File: src/rtl/vigna_mem_arbiter.sv
// vigna_mem_arbiter
//   Shares one memory port between the vigna instruction-fetch port (i_*) and
//   its data load/store port (d_*). Only one request is in flight at a time.
//   Read data is routed back to whichever port owns the transaction. A
//   transaction that never sees m_ready is aborted: the owner gets ERR_DATA
//   and an err pulse.
//
// Parameters
//   FIXED_D_PRIO  0: round-robin on contention, 1: data port always wins
//   TIMEOUT       max BUSY cycles spent waiting for m_ready (0 = never abort, < 256)
//   ERR_DATA      read data handed to the owner on timeout
//
// Ports
//   clk, resetn         clock (rising edge), synchronous active-low reset
//   i_valid/i_addr      fetch request, held until i_ready
//   i_ready/i_rdata     fetch completion pulse and data (data held afterwards)
//   d_valid/d_addr/
//   d_wdata/d_wstrb     data request (wstrb == 0 means read), held until d_ready
//   d_ready/d_rdata     data completion pulse and data (data held afterwards)
//   m_valid/m_addr/
//   m_wdata/m_wstrb     registered slave request
//   m_ready/m_rdata     slave completion; m_ready may be a pulse or level
//   err                 timeout pulse, coincident with the owner's ready
module vigna_mem_arbiter #(
    parameter bit          FIXED_D_PRIO = 1'b0,
    parameter int unsigned TIMEOUT      = 16,
    parameter logic [31:0] ERR_DATA     = 32'hDEADBEEF
) (
    input  logic        clk,
    input  logic        resetn,

    input  logic        i_valid,
    input  logic [31:0] i_addr,
    output logic        i_ready,
    output logic [31:0] i_rdata,

    input  logic        d_valid,
    input  logic [31:0] d_addr,
    input  logic [31:0] d_wdata,
    input  logic [3:0]  d_wstrb,
    output logic        d_ready,
    output logic [31:0] d_rdata,

    output logic        m_valid,
    output logic [31:0] m_addr,
    output logic [31:0] m_wdata,
    output logic [3:0]  m_wstrb,
    input  logic        m_ready,
    input  logic [31:0] m_rdata,

    output logic        err
);

    typedef enum logic [1:0] {
        ST_IDLE    = 2'd0,
        ST_BUSY    = 2'd1,
        ST_RESP    = 2'd2,
        ST_RECOVER = 2'd3
    } state_t;

    localparam logic       OWN_I       = 1'b0;
    localparam logic       OWN_D       = 1'b1;
    localparam logic [7:0] TIMEOUT_CNT = 8'(TIMEOUT);

    state_t      state_q,      state_d;
    logic        owner_q,      owner_d;
    logic        last_owner_q, last_owner_d;
    logic        err_pend_q,   err_pend_d;
    logic [7:0]  wait_cnt_q,   wait_cnt_d;
    logic [31:0] rdata_buf_q,  rdata_buf_d;

    logic        m_valid_q,    m_valid_d;
    logic [31:0] m_addr_q,     m_addr_d;
    logic [31:0] m_wdata_q,    m_wdata_d;
    logic [3:0]  m_wstrb_q,    m_wstrb_d;
    logic        i_ready_q,    i_ready_d;
    logic        d_ready_q,    d_ready_d;
    logic [31:0] i_rdata_q,    i_rdata_d;
    logic [31:0] d_rdata_q,    d_rdata_d;
    logic        err_q,        err_d;

    logic        pick_d;
    logic [7:0]  cnt_inc;
    logic        timed_out;

    // Arbitration is evaluated only in IDLE. The owner's own valid is
    // therefore never looked at during RECOVER, while the other port's
    // request simply waits and is seen once IDLE is reached.
    always_comb begin
        if (FIXED_D_PRIO) begin
            pick_d = d_valid;
        end else if (i_valid && d_valid) begin
            // Tie: hand the grant to whichever port did not go last.
            pick_d = (last_owner_q == OWN_I);
        end else begin
            pick_d = d_valid;
        end
    end

    // The wait counter saturates, so the wrap of cnt_inc at 255 never reaches
    // wait_cnt_q; a nonzero TIMEOUT below 256 is always hit before that.
    assign cnt_inc   = wait_cnt_q + 8'd1;
    assign timed_out = (TIMEOUT != 0) && (cnt_inc == TIMEOUT_CNT);

    always_comb begin
        state_d      = state_q;
        owner_d      = owner_q;
        last_owner_d = last_owner_q;
        err_pend_d   = err_pend_q;
        wait_cnt_d   = wait_cnt_q;
        rdata_buf_d  = rdata_buf_q;
        m_valid_d    = m_valid_q;
        m_addr_d     = m_addr_q;
        m_wdata_d    = m_wdata_q;
        m_wstrb_d    = m_wstrb_q;
        i_rdata_d    = i_rdata_q;
        d_rdata_d    = d_rdata_q;
        i_ready_d    = 1'b0;
        d_ready_d    = 1'b0;
        err_d        = 1'b0;

        unique case (state_q)
            ST_IDLE: begin
                if (i_valid || d_valid) begin
                    owner_d    = pick_d ? OWN_D : OWN_I;
                    m_valid_d  = 1'b1;
                    m_addr_d   = pick_d ? d_addr  : i_addr;
                    m_wdata_d  = pick_d ? d_wdata : 32'd0;
                    m_wstrb_d  = pick_d ? d_wstrb : 4'd0;
                    wait_cnt_d = 8'd0;
                    err_pend_d = 1'b0;
                    state_d    = ST_BUSY;
                end
            end

            ST_BUSY: begin
                if (m_ready) begin
                    rdata_buf_d = m_rdata;
                    m_valid_d   = 1'b0;
                    state_d     = ST_RESP;
                end else begin
                    wait_cnt_d = (wait_cnt_q == 8'hFF) ? wait_cnt_q : cnt_inc;
                    if (timed_out) begin
                        rdata_buf_d = ERR_DATA;
                        err_pend_d  = 1'b1;
                        m_valid_d   = 1'b0;
                        state_d     = ST_RESP;
                    end
                end
            end

            ST_RESP: begin
                if (owner_q == OWN_D) begin
                    d_ready_d = 1'b1;
                    d_rdata_d = rdata_buf_q;
                end else begin
                    i_ready_d = 1'b1;
                    i_rdata_d = rdata_buf_q;
                end
                err_d        = err_pend_q;
                last_owner_d = owner_q;
                state_d      = ST_RECOVER;
            end

            ST_RECOVER: begin
                // A slave holding m_ready as a level must release it before
                // the next grant, otherwise that grant would complete at once.
                if (!m_ready) begin
                    state_d = ST_IDLE;
                end
            end

            default: state_d = ST_IDLE;
        endcase
    end

    always_ff @(posedge clk) begin
        if (!resetn) begin
            state_q      <= ST_IDLE;
            owner_q      <= OWN_I;
            last_owner_q <= OWN_D;
            err_pend_q   <= 1'b0;
            wait_cnt_q   <= 8'd0;
            rdata_buf_q  <= 32'd0;
            m_valid_q    <= 1'b0;
            m_addr_q     <= 32'd0;
            m_wdata_q    <= 32'd0;
            m_wstrb_q    <= 4'd0;
            i_ready_q    <= 1'b0;
            d_ready_q    <= 1'b0;
            i_rdata_q    <= 32'd0;
            d_rdata_q    <= 32'd0;
            err_q        <= 1'b0;
        end else begin
            state_q      <= state_d;
            owner_q      <= owner_d;
            last_owner_q <= last_owner_d;
            err_pend_q   <= err_pend_d;
            wait_cnt_q   <= wait_cnt_d;
            rdata_buf_q  <= rdata_buf_d;
            m_valid_q    <= m_valid_d;
            m_addr_q     <= m_addr_d;
            m_wdata_q    <= m_wdata_d;
            m_wstrb_q    <= m_wstrb_d;
            i_ready_q    <= i_ready_d;
            d_ready_q    <= d_ready_d;
            i_rdata_q    <= i_rdata_d;
            d_rdata_q    <= d_rdata_d;
            err_q        <= err_d;
        end
    end

    assign m_valid = m_valid_q;
    assign m_addr  = m_addr_q;
    assign m_wdata = m_wdata_q;
    assign m_wstrb = m_wstrb_q;
    assign i_ready = i_ready_q;
    assign i_rdata = i_rdata_q;
    assign d_ready = d_ready_q;
    assign d_rdata = d_rdata_q;
    assign err     = err_q;

endmodule

File: config.mk
export PLATFORM = sky130hd
export DESIGN_NAME = vigna_mem_arbiter
export DESIGN_NICKNAME = d
export VERILOG_FILES = /design/src/rtl/vigna_mem_arbiter.sv
export SDC_FILE = /design/constraint.sdc
export NUM_CORES = 1
export LEC_CHECK = 0
export CORE_MARGIN = 2
export CORE_UTILIZATION = 46
export CTS_CLUSTER_DIAMETER = 100
export CTS_CLUSTER_SIZE = 20
export DETAILED_ROUTE_END_ITERATION = 10
export MAX_ROUTING_LAYER = met4
export PLACE_DENSITY = 0.85
export SKIP_LAST_GASP = 1
export SLEW_MARGIN = 15
export SYNTH_ARGS = -nofsm -noshare
export SYNTH_HDL_FRONTEND = slang
export SYNTH_SLANG_ARGS = --single-unit
File: constraint.sdc
create_clock -name clk -period 6.6 [get_ports clk]
set_input_delay 1.65 -clock clk [delete_from_list [all_inputs] [get_ports clk]]
set_output_delay 1.65 -clock clk [all_outputs]
set_load 0.03 [all_outputs]
==> out/results.ini <==
[placement]
dpl_cell_area_sq_um = 9475
dp_slack_ns = 2.406
gp_congestion = 0.8662
placed_cells = 1089
io_buffer_count = 272
detailedPlacementHpwl_um = 13300

[clock_tree]
cts_sinks = 181
ctsHtreeMaxLevel = 4
post_cts_buffers = 0
cts_inserted_buffers = 17
cts_root_buf = clkbuf_16
postCtsHoldBufs = 0
cts_tree = done
clkTransAtPathRegs_ns = 0.07
insertion_delay_ns = 0.43
post_cts_resized = 0
cts_buffer_depth = 2

[floorplan]
rows = 44
coreArea_sq_um = 14370
chipWidth_um = 124.6
die_y_um = 124.6
start_util = 0.4659
io_pins = 273
die_area_sq_um = 15530

[timing]
worstMarginPinSlew_ns = 0.9542
hold_violations = 0
fmax_ghz = 0.2642
setup_tns_ns = 0
setup_ws_ns = 2.815
rsz0062_at_grt = false
slew_headroom = 0.3639
final_max_slew_viol_count = 0
skew_ns = 0.008880
finalSetupViolations = 0
period_needed_ns = 3.785
min_period_over_period = 0.5734

[setup_path]
crit_required_ns = 6.90
worstReg2RegStart = state_q[1]
r2r.worst_path.cells = 7
arrival_ns = 4.09
reg2reg_slack_ns = 3.45
critPathLaunchType = input pin
cp_max_fo = 25
r2r_end = wait_cnt_q[7]
critPathCaptureType = flip-flop
path_class = in2reg

[logic_synthesis]
synth_edf_count = 0
synth_fa_ha_area_frac = 0.009346
yosysWarningCount = 0
synth-compound-area-share = 0.2290
synth-seq-cells = 181
synth_nets = 827
muxShareOfSynthArea = 0.05234
post_synth_inst_count = 685
synthFlopType = dfxtp_1
synth-xor-area-share = 0
synth_largest_area_cell = dfxtp_1
yosysSeqAreaShare = 0.5413
synth_top_family_by_area = compound AO/OA/AOI/OAI gates
syn-cell-area_sq_um = 6694
synth.distinct_cells = 43
syn_avg_cell_area_sq_um = 9.772
synthTopCellsByArea = dfxtp_1, mux2i_1, nand2_1
synth_top_cell_area_share = 0.5413
async_flop_share = 0
synthSimpleGateAreaFrac = 0.1249

[grt]
antenna_found_initial = 0
grt_max_degree = 72
grt_pass1_vias = 5958
grt_pass1_wl_um = 30410
grt-ovfl-total = 0
grt_use_total = 0.2523

[layout]
syn_to_final_growth_pct = 51.01
drive_above_1_share = 0.08013
fin_cells = 1120
fillCellCount = 1084
final_common_cell = clkdlybuf4s50_1
finalNetCount = 1066
final_area_sq_um = 10110
mostFrequentLayoutCells = clkdlybuf4s50_1, dfxtp_1, nand2_1
n_antenna_cell = 0

[detailed_routing]
wire_per_inst_um = 17.05
vias = 6067
drc = 0
wl_um = 19100
ant_nets = 0
viasPerCell = 5.417
firstDrtPassIters = 5
drt_iter0_markers = 407

[run_status]
outcome = finished clean

[worst_hold_path]
min_from = i_rdata[24]
whs_endpoint = i_rdata[24]
whs_path_depth = 2
hp-class = reg2reg

[pwr]
p_leak_nw = 3.695
ir_drop_v = 0.0001949
power.density_nw_per_um2 = 350.9

[flow_run]
drv_cap = 0

## report_power, final
group	internal [mW]	switching, mW
Combinational	0.445	0.685
Sequential	1.25	0.0994
Clock	0.620	0.446
## stage by stage
step	hold WS, ns	utilization	power, mW
detailed placement	0.4479	0.6594	2.504
CTS	0.4564	0.7031	3.567
global route	0.4753	0.7035	3.724
finish	0.4540	0.7035	3.547
global placement	0.4411	0.6594	2.483
floorplan	0.4420	-	2.075
## registers in the layout, indices dropped and copies added (netlist names)
signal        flops
last_owner_q      1
owner_q           1
m_wdata          32
err_pend_q        1
m_addr           32
state_q           2
err               1
i_ready           1
m_valid           1
i_rdata          32
d_rdata          32
d_ready           1
m_wstrb           4
wait_cnt_q        8
rdata_buf_q      32
## area by class of cell
class / instances / area (sq um) / area share
Clock inverter: 13 / 187.7 / 0.01857
Clock buffer: 18 / 439.2 / 0.04345
Inverter: 7 / 27.53 / 0.002723
Tap cell: 184 / 230.2 / 0.02278
Timing Repair Buffer: 281 / 2790 / 0.2760
Multi-Input combinational cell: 436 / 2810 / 0.2780
Sequential cell: 181 / 3623 / 0.3585
## cell usage after synthesis (4+ instances only)
| cell | n |
|---|---|
| mux2i_1 | 35 |
| clkbuf_1 | 52 |
| nor2_1 | 70 |
| nor4_1 | 4 |
| a211oi_1 | 29 |
| inv_1 | 7 |
| o221a_1 | 4 |
| a311oi_1 | 8 |
| and2_1 | 6 |
| dfxtp_1 | 181 |
| o21ai_0 | 10 |
| a22o_1 | 32 |
| a21oi_1 | 50 |
| ha_1 | 5 |
| a22oi_1 | 37 |
| nand2_1 | 90 |
| o221a_2 | 20 |
## logic make-up (layout without fill, tap and decap cells)
| family | Yosys count | after routing |
|---|---|---|
| DFF | 181 | 181 |
| adders and majority gates | 5 | 5 |
| AOI/OAI and AO/OA | 202 | 202 |
| buffers and inverters | 68 | 319 |
| and+or+nand+nor | 194 | 194 |
| muxes | 35 | 35 |
## worst max-delay path by stage
stage | from | end | slack, ns
2_1_floorplan | d_valid | wait_cnt_q[7] | 3.52
3_3_place_gp | m_ready | wait_cnt_q[7] | 2.45
3_5_place_dp | m_ready | wait_cnt_q[7] | 2.41
4_1_cts | m_ready | wait_cnt_q[7] | 2.85
5_1_grt | m_ready | wait_cnt_q[7] | 2.56
6_report | m_ready | wait_cnt_q[7] | 2.82
## worst max-delay path, cell delays in order
cell and delay (ns):
clkdlybuf4s50_1 0.46, nand2_1 0.70, o211ai_1 0.46, or2_2 0.51, o21ai_0 0.21, a21boi_0 0.10
## layer usage
metal	global-route usage	up-vias	part of all wire
met5	-	-	0
met4	0.09253	0	0.025
met3	0.06529	32	0.070
met2	0.4217	264	0.49
met1	0.2933	2834	0.41
li1	-	2937	-
(Power assumes the default switching activity.)
==> variant (same settings) <==
`rdata_buf_q`, `m_addr_q`, `m_wdata_q`, `i_rdata_q` and `d_rdata_q` no longer have a reset.
--- a/src/rtl/vigna_mem_arbiter.sv
+++ b/src/rtl/vigna_mem_arbiter.sv
@@ -183,6 +183,3 @@
             wait_cnt_q   <= 8'd0;
-            rdata_buf_q  <= 32'd0;
             m_valid_q    <= 1'b0;
-            m_addr_q     <= 32'd0;
-            m_wdata_q    <= 32'd0;
             m_wstrb_q    <= 4'd0;
@@ -190,4 +187,2 @@
             d_ready_q    <= 1'b0;
-            i_rdata_q    <= 32'd0;
-            d_rdata_q    <= 32'd0;
             err_q        <= 1'b0;
@@ -199,6 +194,3 @@
             wait_cnt_q   <= wait_cnt_d;
-            rdata_buf_q  <= rdata_buf_d;
             m_valid_q    <= m_valid_d;
-            m_addr_q     <= m_addr_d;
-            m_wdata_q    <= m_wdata_d;
             m_wstrb_q    <= m_wstrb_d;
@@ -206,6 +198,12 @@
             d_ready_q    <= d_ready_d;
-            i_rdata_q    <= i_rdata_d;
-            d_rdata_q    <= d_rdata_d;
             err_q        <= err_d;
         end
+    end
+
+    always_ff @(posedge clk) begin
+        rdata_buf_q <= rdata_buf_d;
+        m_addr_q    <= m_addr_d;
+        m_wdata_q   <= m_wdata_d;
+        i_rdata_q   <= i_rdata_d;
+        d_rdata_q   <= d_rdata_d;
     end
Formal check against the unedited RTL: not equivalent (a bounded check fails within 4 cycles, from zero or initial values and one cycle with resetn low).
==> variant against the original RTL <==
Power grew 3.4%; routed wire length shrank 12%; worst setup slack better by 0.38 ns; core utilization is 1.1 points higher; synthesized cell count fell by 42%; synthesized area is 0.19% higher; hold slack got worse by 0.0096 ns; cell area is 1.6% higher; non-clock buffer count down 4; clock power shrank 5%; via count down 28%; sequential share of layout area rose by 15 points; sequential cell count stayed put; critical path type unchanged; largest cell class unchanged.
==> variant: results <==
{
  "antenna_found_initial": 0,
  "yosys-top-cells-area": "edfxtp_1 72%, dfxtp_1 6.3%, mux2_2 5.4%, and2_1 4.1%, nand2b_1 2.2%",
  "fin_skew_ns": 0.00763,
  "postCtsSetupBuffers": 0,
  "grt_use_met3": 0.0550,
  "syn_inst": 396,
  "fill_cells": 872,
  "cp_max_fo": 36,
  "placed_cell_area_um2": 9640,
  "post-dp-hpwl_um": 12100,
  "multi_input_area_share": 0.136,
  "preCtsSetupSlack_ns": 2.37,
  "outcome": "finished, final reports clean",
  "ys_seq_area_frac": 0.779,
  "grt_pass1_vias": 4441,
  "synth_top_cells_by_count": "160 x edfxtp_1, 44 x and2_1, 32 x mux2_2",
  "nonClkBufAreaFrac": 0.271,
  "muxShareOfSynthArea": 0.0567,
  "multi_input_area_um2": 1400,
  "die_x_um": 125,
  "syn_nets": 538,
  "routed_via_density": 4.99,
  "grt_max_degree": 65,
  "p_total_uw": 3670,
  "clk_share": 0.0587,
  "synth_compound_area_frac": 0.0366,
  "drive_gt1_frac": 0.109,
  "seq-cell-share": 0.509,
  "p_leak_uw": 0.00357,
  "fin_cells": 872,
  "grt_pass1_wl_um": 25800,
  "p_sw_uw": 1130,
  "worst_ep_arrival_time_ns": 3.74,
  "dp.cells": 840,
  "pwr.group.clock_uw": 1020,
  "multi_input_gates": 191,
  "nClkBuffers": 17,
  "synth_flop_cell": "edfxtp_1",
  "globalplace.congestion": 0.873,
  "ir_worst_vdd_mv": 0.303,
  "routed_wl_um": 16900,
  "met1_usage": 0.269,
  "drtIter0Drc": 397,
  "synth.distinct_cells": 40,
  "synth_xor_area_frac": 0,
  "n_all_buffers": 277,
  "use_met2": 0.382,
  "dr_wl_met2_um": 8970,
  "grt_usage": 0.228,
  "synth-edff-count": 160,
  "seq_power_share": 0.439,
  "synth_adder_area_share": 0.00933,
  "num-nonclk-inverters": 8,
  "tightest_slew_ns": 0.908,
  "nets": 818,
  "wl_met1_um": 6530,
  "dr_wl_met3_um": 1000,
  "holdWs_ns": 0.444
}
## variant: changes by cell type after synthesis, sizes merged, moves of 33 or more
cell,unedited run,this run
edfxtp,0,160
a22oi,37,1
a21oi,50,3
dfxtp,181,21
mux2i,35,2
nand2,90,15
nor2,70,7
and2,7,44
clkbuf,52,14
## variant: worst paths after layout
path,from,end,slack (ns),cells after the start
hold / removal,rdata_buf_q[20]$_SDFFCE_PN0P_,i_rdata[20]$_DFFE_PP_,0.44,0
setup reg to reg,wait_cnt_q[0]$_SDFFE_PN0P_,rdata_buf_q[0]$_SDFFCE_PN1P_,4.02,6
hold reg to reg,rdata_buf_q[20]$_SDFFCE_PN0P_,i_rdata[20]$_DFFE_PP_,0.44,0
setup / recovery,m_ready,state_q[1]$_SDFFE_PN0P_,3.20,6
## variant: worst max-delay path: stages
cell	delay (ns)
clkdlybuf4s50_1	0.40
buf_4	0.25
or4_1	0.50
a2111o_1	0.43
a21oi_1	0.26
mux2i_1	0.25
